==> src/rtl/pc_unit_if.sv <==
// pc_unit_if: bundles the control-stage <-> PC-unit signals.
//   master : control stage; drives the advance request, decode fields and
//            operands, and observes the PC, link value, trap and status.
//   slave  : pc_unit; the mirror image of master.
// Instruction-class codes carried on itype_i:
//   RTYPE=0 ITYPE=1 STYPE=2 BTYPE=3 UTYPE=4 LTYPE=5 HOLD=6
interface pc_unit_if;
    localparam int unsigned XLEN   = 32;
    localparam int unsigned ITYPEW = 5;

    // control stage -> pc unit
    logic              pc_readin_i;
    logic [ITYPEW-1:0] itype_i;
    logic              branch_taken_i;
    logic              jump_i;
    logic              jump_reg_i;
    logic [XLEN-1:0]   imm_i;
    logic [XLEN-1:0]   rs1_i;

    // pc unit -> control stage
    logic [XLEN-1:0]   pc_o;
    logic [XLEN-1:0]   pc_plus4_o;
    logic              trap_o;
    logic [XLEN-1:0]   trap_pc_o;
    logic              halted_o;
    logic [XLEN-1:0]   retired_o;

    modport master (
        output pc_readin_i, itype_i, branch_taken_i, jump_i, jump_reg_i,
               imm_i, rs1_i,
        input  pc_o, pc_plus4_o, trap_o, trap_pc_o, halted_o, retired_o
    );

    modport slave (
        input  pc_readin_i, itype_i, branch_taken_i, jump_i, jump_reg_i,
               imm_i, rs1_i,
        output pc_o, pc_plus4_o, trap_o, trap_pc_o, halted_o, retired_o
    );
endinterface

==> src/rtl/pc_unit.sv <==
// pc_unit: program counter with edge-triggered advance, branch/jump target
// selection, misaligned-target trap and HOLD-driven halt.
// Ports:
//   clk    - single clock, all state changes on its rising edge
//   reset  - synchronous active-high reset
//   bus    - pc_unit_if.slave: advance request, decode fields, operands in;
//            pc, pc+4 link value, trap pulse/address, halted, retired out
module pc_unit #(
    parameter logic [31:0] RESET_PC = 32'h0000_0000,
    parameter logic [31:0] TRAP_VEC = 32'h0000_0100
) (
    input  logic       clk,
    input  logic       reset,
    pc_unit_if.slave   bus
);
    localparam int unsigned XLEN   = 32;
    localparam int unsigned ITYPEW = 5;

    localparam logic [ITYPEW-1:0] BTYPE = ITYPEW'(3);
    localparam logic [ITYPEW-1:0] HOLD  = ITYPEW'(6);

    typedef enum logic [1:0] {
        S_RUN  = 2'd0,
        S_TRAP = 2'd1,
        S_HALT = 2'd2
    } state_t;

    state_t            r_state;
    logic              r_req_q;
    logic [XLEN-1:0]   r_pc;
    logic              r_trap;
    logic [XLEN-1:0]   r_trap_pc;
    logic              r_halted;
    logic [XLEN-1:0]   r_retired;

    logic              w_advance;
    logic [XLEN-1:0]   w_target;
    logic              w_misaligned;

    // Rising edge of the request; req_q resets to 1 so a level held
    // through reset release is not seen as a new request.
    assign w_advance = bus.pc_readin_i & ~r_req_q;

    // Next-PC target, fixed priority JALR > JAL > taken branch > sequential.
    always_comb begin
        w_target = r_pc + XLEN'(4);
        if (bus.jump_reg_i) begin
            w_target = (bus.rs1_i + bus.imm_i) & ~XLEN'(1);
        end else if (bus.jump_i) begin
            w_target = r_pc + bus.imm_i;
        end else if ((bus.itype_i == BTYPE) && bus.branch_taken_i) begin
            w_target = r_pc + bus.imm_i;
        end
    end

    assign w_misaligned = (w_target[1:0] != 2'b00);

    // Control FSM and all architectural registers.
    always_ff @(posedge clk) begin
        if (reset) begin
            r_state   <= S_RUN;
            r_req_q   <= 1'b1;
            r_pc      <= RESET_PC;
            r_trap    <= 1'b0;
            r_trap_pc <= '0;
            r_halted  <= 1'b0;
            r_retired <= '0;
        end else begin
            r_req_q <= bus.pc_readin_i;
            unique case (r_state)
                S_RUN: begin
                    r_trap <= 1'b0;
                    if (w_advance) begin
                        // A misaligned target traps whatever the class.
                        if (w_misaligned) begin
                            r_trap_pc <= w_target;
                            r_pc      <= TRAP_VEC;
                            r_trap    <= 1'b1;
                            r_state   <= S_TRAP;
                        end else if (bus.itype_i == HOLD) begin
                            r_retired <= r_retired + XLEN'(1);
                            r_halted  <= 1'b1;
                            r_state   <= S_HALT;
                        end else begin
                            r_pc      <= w_target;
                            r_retired <= r_retired + XLEN'(1);
                        end
                    end
                end
                S_TRAP: begin
                    // Single-cycle trap window; requests here are dropped.
                    r_trap  <= 1'b0;
                    r_state <= S_RUN;
                end
                S_HALT: begin
                    r_state <= S_HALT;
                end
                default: begin
                    r_trap  <= 1'b0;
                    r_state <= S_RUN;
                end
            endcase
        end
    end

    assign bus.pc_o       = r_pc;
    assign bus.pc_plus4_o = r_pc + XLEN'(4);
    assign bus.trap_o     = r_trap;
    assign bus.trap_pc_o  = r_trap_pc;
    assign bus.halted_o   = r_halted;
    assign bus.retired_o  = r_retired;
endmodule

==> src/flat_wrapper.sv <==
// flat-port wrapper written by rule: the top's interface ports become plain ports
module pc_unit_flat 
#(
    parameter logic [31:0] RESET_PC = 32'h0000_0000,
    parameter logic [31:0] TRAP_VEC = 32'h0000_0100
)
  (clk, reset, bus_pc_readin_i, bus_itype_i, bus_branch_taken_i, bus_jump_i, bus_jump_reg_i, bus_imm_i, bus_rs1_i, bus_pc_o, bus_pc_plus4_o, bus_trap_o, bus_trap_pc_o, bus_halted_o, bus_retired_o);
  pc_unit_if bus_i ();
  input  logic clk;
  input  logic reset;
  input wire logic [$bits(bus_i.pc_readin_i)-1:0] bus_pc_readin_i;
  input wire logic [$bits(bus_i.itype_i)-1:0] bus_itype_i;
  input wire logic [$bits(bus_i.branch_taken_i)-1:0] bus_branch_taken_i;
  input wire logic [$bits(bus_i.jump_i)-1:0] bus_jump_i;
  input wire logic [$bits(bus_i.jump_reg_i)-1:0] bus_jump_reg_i;
  input wire logic [$bits(bus_i.imm_i)-1:0] bus_imm_i;
  input wire logic [$bits(bus_i.rs1_i)-1:0] bus_rs1_i;
  output wire logic [$bits(bus_i.pc_o)-1:0] bus_pc_o;
  output wire logic [$bits(bus_i.pc_plus4_o)-1:0] bus_pc_plus4_o;
  output wire logic [$bits(bus_i.trap_o)-1:0] bus_trap_o;
  output wire logic [$bits(bus_i.trap_pc_o)-1:0] bus_trap_pc_o;
  output wire logic [$bits(bus_i.halted_o)-1:0] bus_halted_o;
  output wire logic [$bits(bus_i.retired_o)-1:0] bus_retired_o;
  assign bus_i.pc_readin_i = bus_pc_readin_i;
  assign bus_i.itype_i = bus_itype_i;
  assign bus_i.branch_taken_i = bus_branch_taken_i;
  assign bus_i.jump_i = bus_jump_i;
  assign bus_i.jump_reg_i = bus_jump_reg_i;
  assign bus_i.imm_i = bus_imm_i;
  assign bus_i.rs1_i = bus_rs1_i;
  assign bus_pc_o = bus_i.pc_o;
  assign bus_pc_plus4_o = bus_i.pc_plus4_o;
  assign bus_trap_o = bus_i.trap_o;
  assign bus_trap_pc_o = bus_i.trap_pc_o;
  assign bus_halted_o = bus_i.halted_o;
  assign bus_retired_o = bus_i.retired_o;
  pc_unit #(.RESET_PC(RESET_PC), .TRAP_VEC(TRAP_VEC)) u_core (.clk(clk), .reset(reset), .bus(bus_i));
endmodule
==> config.mk <==
export PLATFORM = sky130hd
export DESIGN_NAME = pc_unit_flat
export DESIGN_NICKNAME = d
export VERILOG_FILES = /design/src/rtl/pc_unit_if.sv /design/src/rtl/pc_unit.sv /design/src/flat_wrapper.sv
export SDC_FILE = /design/constraint.sdc
export NUM_CORES = 1
export LEC_CHECK = 0
export CAP_MARGIN = 5
export CORE_MARGIN = 1
export CORE_UTILIZATION = 50
export DETAILED_ROUTE_END_ITERATION = 8
export HOLD_SLACK_MARGIN = 0.1
export PLACE_DENSITY = 0.91
export SYNTH_ARGS = -nofsm -noshare
export SYNTH_HDL_FRONTEND = slang
export SYNTH_SLANG_ARGS = --single-unit
==> constraint.sdc <==
create_clock -name clk -period 5.45 [get_ports clk]
set_input_delay 1.09 -clock clk [delete_from_list [all_inputs] [get_ports clk]]
set_output_delay 1.09 -clock clk [all_outputs]
set_load 0.1 [all_outputs]
==> qor.txt, run 1 <==
Final WS setup = 0.693 ns
Max-Cap Viols = 0
Main flop type after synthesis = dfxtp_1
Final Max Slew Viols = 0
Mapped Nets = 1180
Seq/Total Area, Yosys = 25.5%
Postcts setup bufs = 0
Vias in the first global route = 7934
Filler cell count in the final layout = 1221
1st-pass router iterations = 6
Area contributors post-synth = dfxtp_1 (25%), ha_1 (9.9%), nand2_1 (6.3%)
Pwr dens = 204 nW/um^2
Slowest stage delay, CP = 1.21 ns
Routed WL per cell = 18.1 um
ANT cells = 0
Initial core utilization = 51.7%
ANT nets after route = 0
F_max = 0.210 GHz
Core area = 15400 sq um
Leakage = 4.08 nW
Avg Cell Area, Syn = 7.63 sq um
Synthesized flop and latch total = 101
Distinct cells, synth = 68
Maximum clock path buffer count = 2
Cell Chain, Critical Path = nand4_1 > nor4_1 > and2_1 > nand2_1 > xnor2_1 > clkdlybuf4s50_1
Max transition margin = 30.5%
Setup TNS = 0 ns
Post-synthesis cell count = 1040
Required time of the critical path = 4.36 ns
Remaining DRCs = 0
Period utilization = 87.3%
Die ar. = 16400 sq um
Core Rows = 45
Clk_lat worst skew = 0.34 ns
Tmin final = 4.76 ns
Cell taking the most area after synthesis = dfxtp_1
CP Max Fanout = 7
Arr. time, crit path = 3.67 ns
Post-CTS Resized = 0
Slowest cell on the critical path = clkdlybuf4s50_1
DP Wirelength = 20600 um
CTS tree = done
Die width = 128 um
WHS = 0.441 ns
Nets = 1366
Skew final = 0.00823 ns
Worst Tran Pin Value = 1.04 ns
Final wirelength = 26100 um
Final Hold Viols = 0
CTS buffer count = 9
Setup Crit Path Kind = reg2out
Via count = 8651
1st-iter DRT viols = 898
Place WS = 0.944 ns
Area Growth Syn to Fin = 31.5%
Outcome = complete, no violations
Post-Syn Area = 7940 sq um
Placed insts = 1426
Warnings, synthesis = 0
Max IR drop VDD = 0.000175 V
Startpoint Class = flop
Layout cells sized above 1 = 4.39%
Total gr overflow = 0
Clock Sinks = 101
Non-Filler Instances = 1441
Port buffer count = 204
CTS hold repair buffers = 0
Htree depth = 3
Worst min path class = reg2reg
Area after DPL = 10100 sq um
CTS root buffer = clkbuf_16
First-pass GRT wire length = 40700 um
Count of final setup violators = 0
Top cell type's share of synthesized area = 25.5%
RSZ-0062 raised after global routing = false
Die Span Y = 128 um
Num ports = 205
Asr flop ratio synth = 0%
Antenna violations before repair = 0
Routability Congestion = 0.984
EDFF count, synth = 0
Largest net degree at the start of global routing = 48
Final Cell Area = 10400 sq um
Clk slew on worst S/H paths = 0.07 ns
GRT Overall Usage = 31.2%
Drt via density = 6.00
Worst setup EP type = output pin
## cell usage after synthesis (9+ instances only)
master	instances
o21ai_0	65
a21oi_1	92
nor3_1	23
clkbuf_1	32
dfxtp_1	101
o31ai_1	9
a31oi_1	10
inv_1	21
and3_1	20
nand2b_1	10
and2_1	9
a21o_1	23
nor2b_1	12
nand3_1	38
xor2_1	51
nor2_1	101
nand4_1	21
ha_1	63
xnor2_1	57
a211oi_1	22
nand2_1	133
## worst max-delay path: cells and delay by family (launching register included)
family        cells  cell delay [ns]
simple gates      4             1.27
buf+inv           1             1.21
flops             1             0.53
xor+xnor          1             0.33
## area by class of cell
cell class / count / area (sq um) / area share, %
Timing Repair Buffer: 213 / 2080 / 19.9
Tap cell: 211 / 264 / 2.53
Inverter: 21 / 78.8 / 0.755
Clock inverter: 6 / 71.3 / 0.683
Clock buffer: 9 / 225 / 2.16
Multi-Input combinational cell: 880 / 5700 / 54.6
Sequential cell: 101 / 2020 / 19.4
## per-stage QoR
step | utilization (%) | power (W)
finish | 67.9 | 0.00213
floorplan | - | 0.00128
global placement | 66.0 | 0.00149
global route | 67.9 | 0.00222
CTS | 67.9 | 0.00212
detailed placement | 66.0 | 0.00150
## cells in the final DEF, fill, tap and decap left out, types with 6 or more instances in the layout
cell type	n
and3_1	20
nand4_1	21
xnor2_1	57
a22oi_1	7
o31ai_1	9
a31oi_1	10
a22o_1	7
o211ai_1	8
a211oi_1	22
buf_4	18
nand2b_1	10
xor2_1	51
nor4_1	7
o21ai_0	65
nand2_1	133
ha_1	63
nor2b_1	12
a21o_1	23
clkdlybuf4s50_1	194
nand3b_1	6
clkbuf_16	9
dfxtp_1	101
nor2_1	100
a21oi_1	92
inv_1	21
nor3_1	23
nand3_1	38
and2_1	9
## path summary, 6_finish.rpt
kind	from	end	slack [ns]	cells after the start
setup / recovery	u_core.bus.pc_o[5]	bus_pc_plus4_o[17]	0.69	6
hold reg to reg	u_core.r_state[0]	u_core.r_state[1]	0.44	1
hold / removal	u_core.r_state[0]	u_core.r_state[1]	0.44	1
setup reg to reg	u_core.bus.pc_o[4]	u_core.bus.trap_pc_o[31]	1.98	11
## registers in the layout (all words and copies together), names as in the netlist
signal / flops
u_core.bus.halted_o: 1
u_core.bus.pc_o: 32
u_core.bus.trap_o: 1
u_core.bus.retired_o: 32
u_core.r_state: 2
u_core.r_req_q: 1
u_core.bus.trap_pc_o: 32
## routing by layer
layer	up-vias	GRT usage, %	wire length, um	part of all wire (%)
met5	-	0	0	0
li1	4141	-	-	-
met1	4007	43.1	11200	43
met2	445	50.1	11900	45
met3	58	3.51	2220	8.5
met4	0	11.2	749	2.9
## cell families (layout without fill, tap and decap cells)
family / after synthesis / in the layout / synth area share, %
flops: 101 / 101 / 25.5
compound gates: 295 / 295 / 23.8
xor+xnor: 108 / 108 / 11.9
simple gates: 405 / 405 / 24.6
fa+ha+maj: 65 / 65 / 10.4
mux: 7 / 7 / 0.914
buf+inv: 59 / 249 / 2.92
## power breakdown
part	leakage [nW]	internal [W]	total, W	switching, W
Clock	0.139	0.000357	0.000639	0.000281
Sequential	0.816	0.000753	0.000776	0.0000228
Combinational	3.13	0.000250	0.000720	0.000470
Power figures use the tool's default switching activity.
==> run 2, diff against run 1 <==
CORE_UTILIZATION = 54   (was 50)
CTS_CLUSTER_SIZE = 24   (was default)
PLACE_DENSITY = 0.95   (was 0.91)
==> run 2 against run 1 <==
Setup slack lost 0.21 ns. Non-clock buffer count shrank 1. Utilization grew 5.8 points. Wire length grew 3.6%. Sequential power is essentially flat. Sequential share of layout area grew 0.093 points. Global-route usage grew 4.1 points. Die area shrank 7.3%. Power shrank 0.36%. Via count grew 2.3%. Cell count shrank 2.2%. Count of clock-buffer cells in the layout is the same.
==> qor.txt, run 2 (synthesis gave the netlist of run 1 again) <==
Vias in the first global route = 8291 (+4.5%)
Tmin final = 4.97 ns (+0.209 ns)
CTS buffer count = 9 (unchanged)
Total gr overflow = 0 (unchanged)
Placed insts = 1394 (-2.2%)
Total design power = 0.00213 W (-0.36%)
Drt via density = 6.28 (+4.5%)
Port buffer count = 204 (unchanged)
Commonest non-fill, non-tap cell in the layout = clkdlybuf4s50_1
Pwr dens = 205 nW/um^2 (+0.12%)
Routed WL per cell = 19.2 um (+5.9%)
Htree depth = 3 (unchanged)
F_max = 0.201 GHz (-4.2%)
Reg2reg setup slack = 1.90 ns (-0.08 ns)
CTS root buffer = clkbuf_16
Postcts setup bufs = 0 (unchanged)
DP Wirelength = 20900 um (+1.9%)
Layout cells sized above 1 = 4.72% (+0.33 points)
Skew final = 0.00947 ns (+0.00124 ns)
Core area = 14100 sq um (-8.3%)
Nets = 1365 (-0.073%)
Final wirelength = 27000 um (+3.6%)
Outcome = complete, no violations
Most frequent cells in the layout = clkdlybuf4s50_1 (190), nand2_1 (133), dfxtp_1 (101)
Final Hold Viols = 0 (unchanged)
CTS hold repair buffers = 0 (unchanged)
Num ports = 205 (unchanged)
Die Span Y = 123 um (-3.7%)
Maximum clock path buffer count = 2 (unchanged)
Worst Tran Pin Value = 1.10 ns (+0.0605 ns)
Clock Sinks = 101 (unchanged)
1st-iter DRT viols = 981 (+9.2%)
CP Max Fanout = 7 (unchanged)
Initial core utilization = 56.3% (+4.7 points)
1st-pass router iterations = 5 (-1)
Largest net degree at the start of global routing = 68 (+42%)
Setup TNS = 0 ns (unchanged)
RSZ-0062 raised after global routing = false
Core Rows = 43 (-4.4%)
CTS tree = done
Antenna violations before repair = 0 (unchanged)
Arr. time, crit path = 3.88 ns (+0.21 ns)
Count of final setup violators = 0 (unchanged)
Die ar. = 15200 sq um (-7.3%)
Place WS = 0.891 ns (-0.0532 ns)
Post-CTS Resized = 0 (unchanged)
Startpoint Class = flop
Non-Filler Instances = 1410 (-2.2%)
Max-Cap Viols = 0 (unchanged)
GRT Overall Usage = 35.4% (+4.1 points)
Clk slew on worst S/H paths = 0.08 ns (about the same)
Max IR drop VDD = 0.000133 V (-24%)
Remaining DRCs = 0 (unchanged)
Setup Crit Path Kind = reg2out
Via count = 8848 (+2.3%)
Filler cell count in the final layout = 1043 (-15%)
ANT cells = 0 (unchanged)
Worst setup EP type = output pin
Final Util = 73.7% (+5.8 points)
Area Growth Syn to Fin = 30.9%
Worst min path class = reg2reg
Required time of the critical path = 4.36 ns (about the same)
Leakage = 4.08 nW (about the same)
Final WS setup = 0.484 ns (-0.209 ns)
Die width = 123 um (-3.7%)
Routability Congestion = 0.963 (-2.1%)
Max transition margin = 26.0% (-4.5 points)
Clk_lat worst skew = 0.35 ns (about the same)
Final Max Slew Viols = 0 (unchanged)
First-pass GRT wire length = 41800 um (+2.9%)
ANT nets after route = 0 (unchanged)
Period utilization = 91.1% (+3.8 points)
-- run 2: path summary, 6_finish.rpt --
path	from	endpoint	cells past startpoint
hold / removal	u_core.bus.trap_pc_o[9]	u_core.bus.trap_pc_o[9]	2
hold reg to reg	u_core.bus.trap_pc_o[9]	u_core.bus.trap_pc_o[9]	2
setup reg to reg	u_core.bus.pc_o[4]	u_core.bus.trap_pc_o[31]	11
setup / recovery	u_core.bus.pc_o[5]	bus_pc_plus4_o[16]	6
-- run 2: stage by stage --
step / area (sq um) / hold slack, ns
2_1_floorplan: 7940 / 0.417
3_3_place_gp: 10100 / 0.438
3_5_place_dp: 10100 / 0.450
4_1_cts: 10400 / 0.460
5_1_grt: 10400 / 0.475
6_report: 10400 / 0.467
-- run 2: metal layers --
layer / part of all wire (%) / up-vias / global-route usage [%]
li1: - / 4154 / -
met1: 41 / 4071 / 45.1
met2: 46 / 531 / 59.0
met3: 10 / 92 / 5.67
met4: 3.5 / 0 / 14.8
met5: 0 / - / 0
-- run 2: final cells by class --
class | count | area, sq um | area share (%)
Tap cell | 180 | 225 | 2.17
Sequential cell | 101 | 2020 | 19.5
Clock buffer | 9 | 225 | 2.17
Timing Repair Buffer | 212 | 2060 | 19.9
Clock inverter | 7 | 66.3 | 0.638
Multi-Input combinational cell | 880 | 5710 | 54.9
Inverter | 21 | 78.8 | 0.759
-- run 2: report_power, final --
| part | total [W] | switching [W] | internal [W] |
|---|---|---|---|
| Combinational | 0.000723 | 0.000473 | 0.000250 |
| Sequential | 0.000775 | 0.0000221 | 0.000753 |
| Clock | 0.000629 | 0.000309 | 0.000319 |
-- run 2: worst max-delay path, cell delays in order (launching register included) --
cell and delay (ns):
dfxtp_1 0.58, nand3_1 0.16, nor2_1 0.20, nand2_1 0.17
nor4_1 0.87, xor2_1 0.33, clkdlybuf4s50_1 1.20
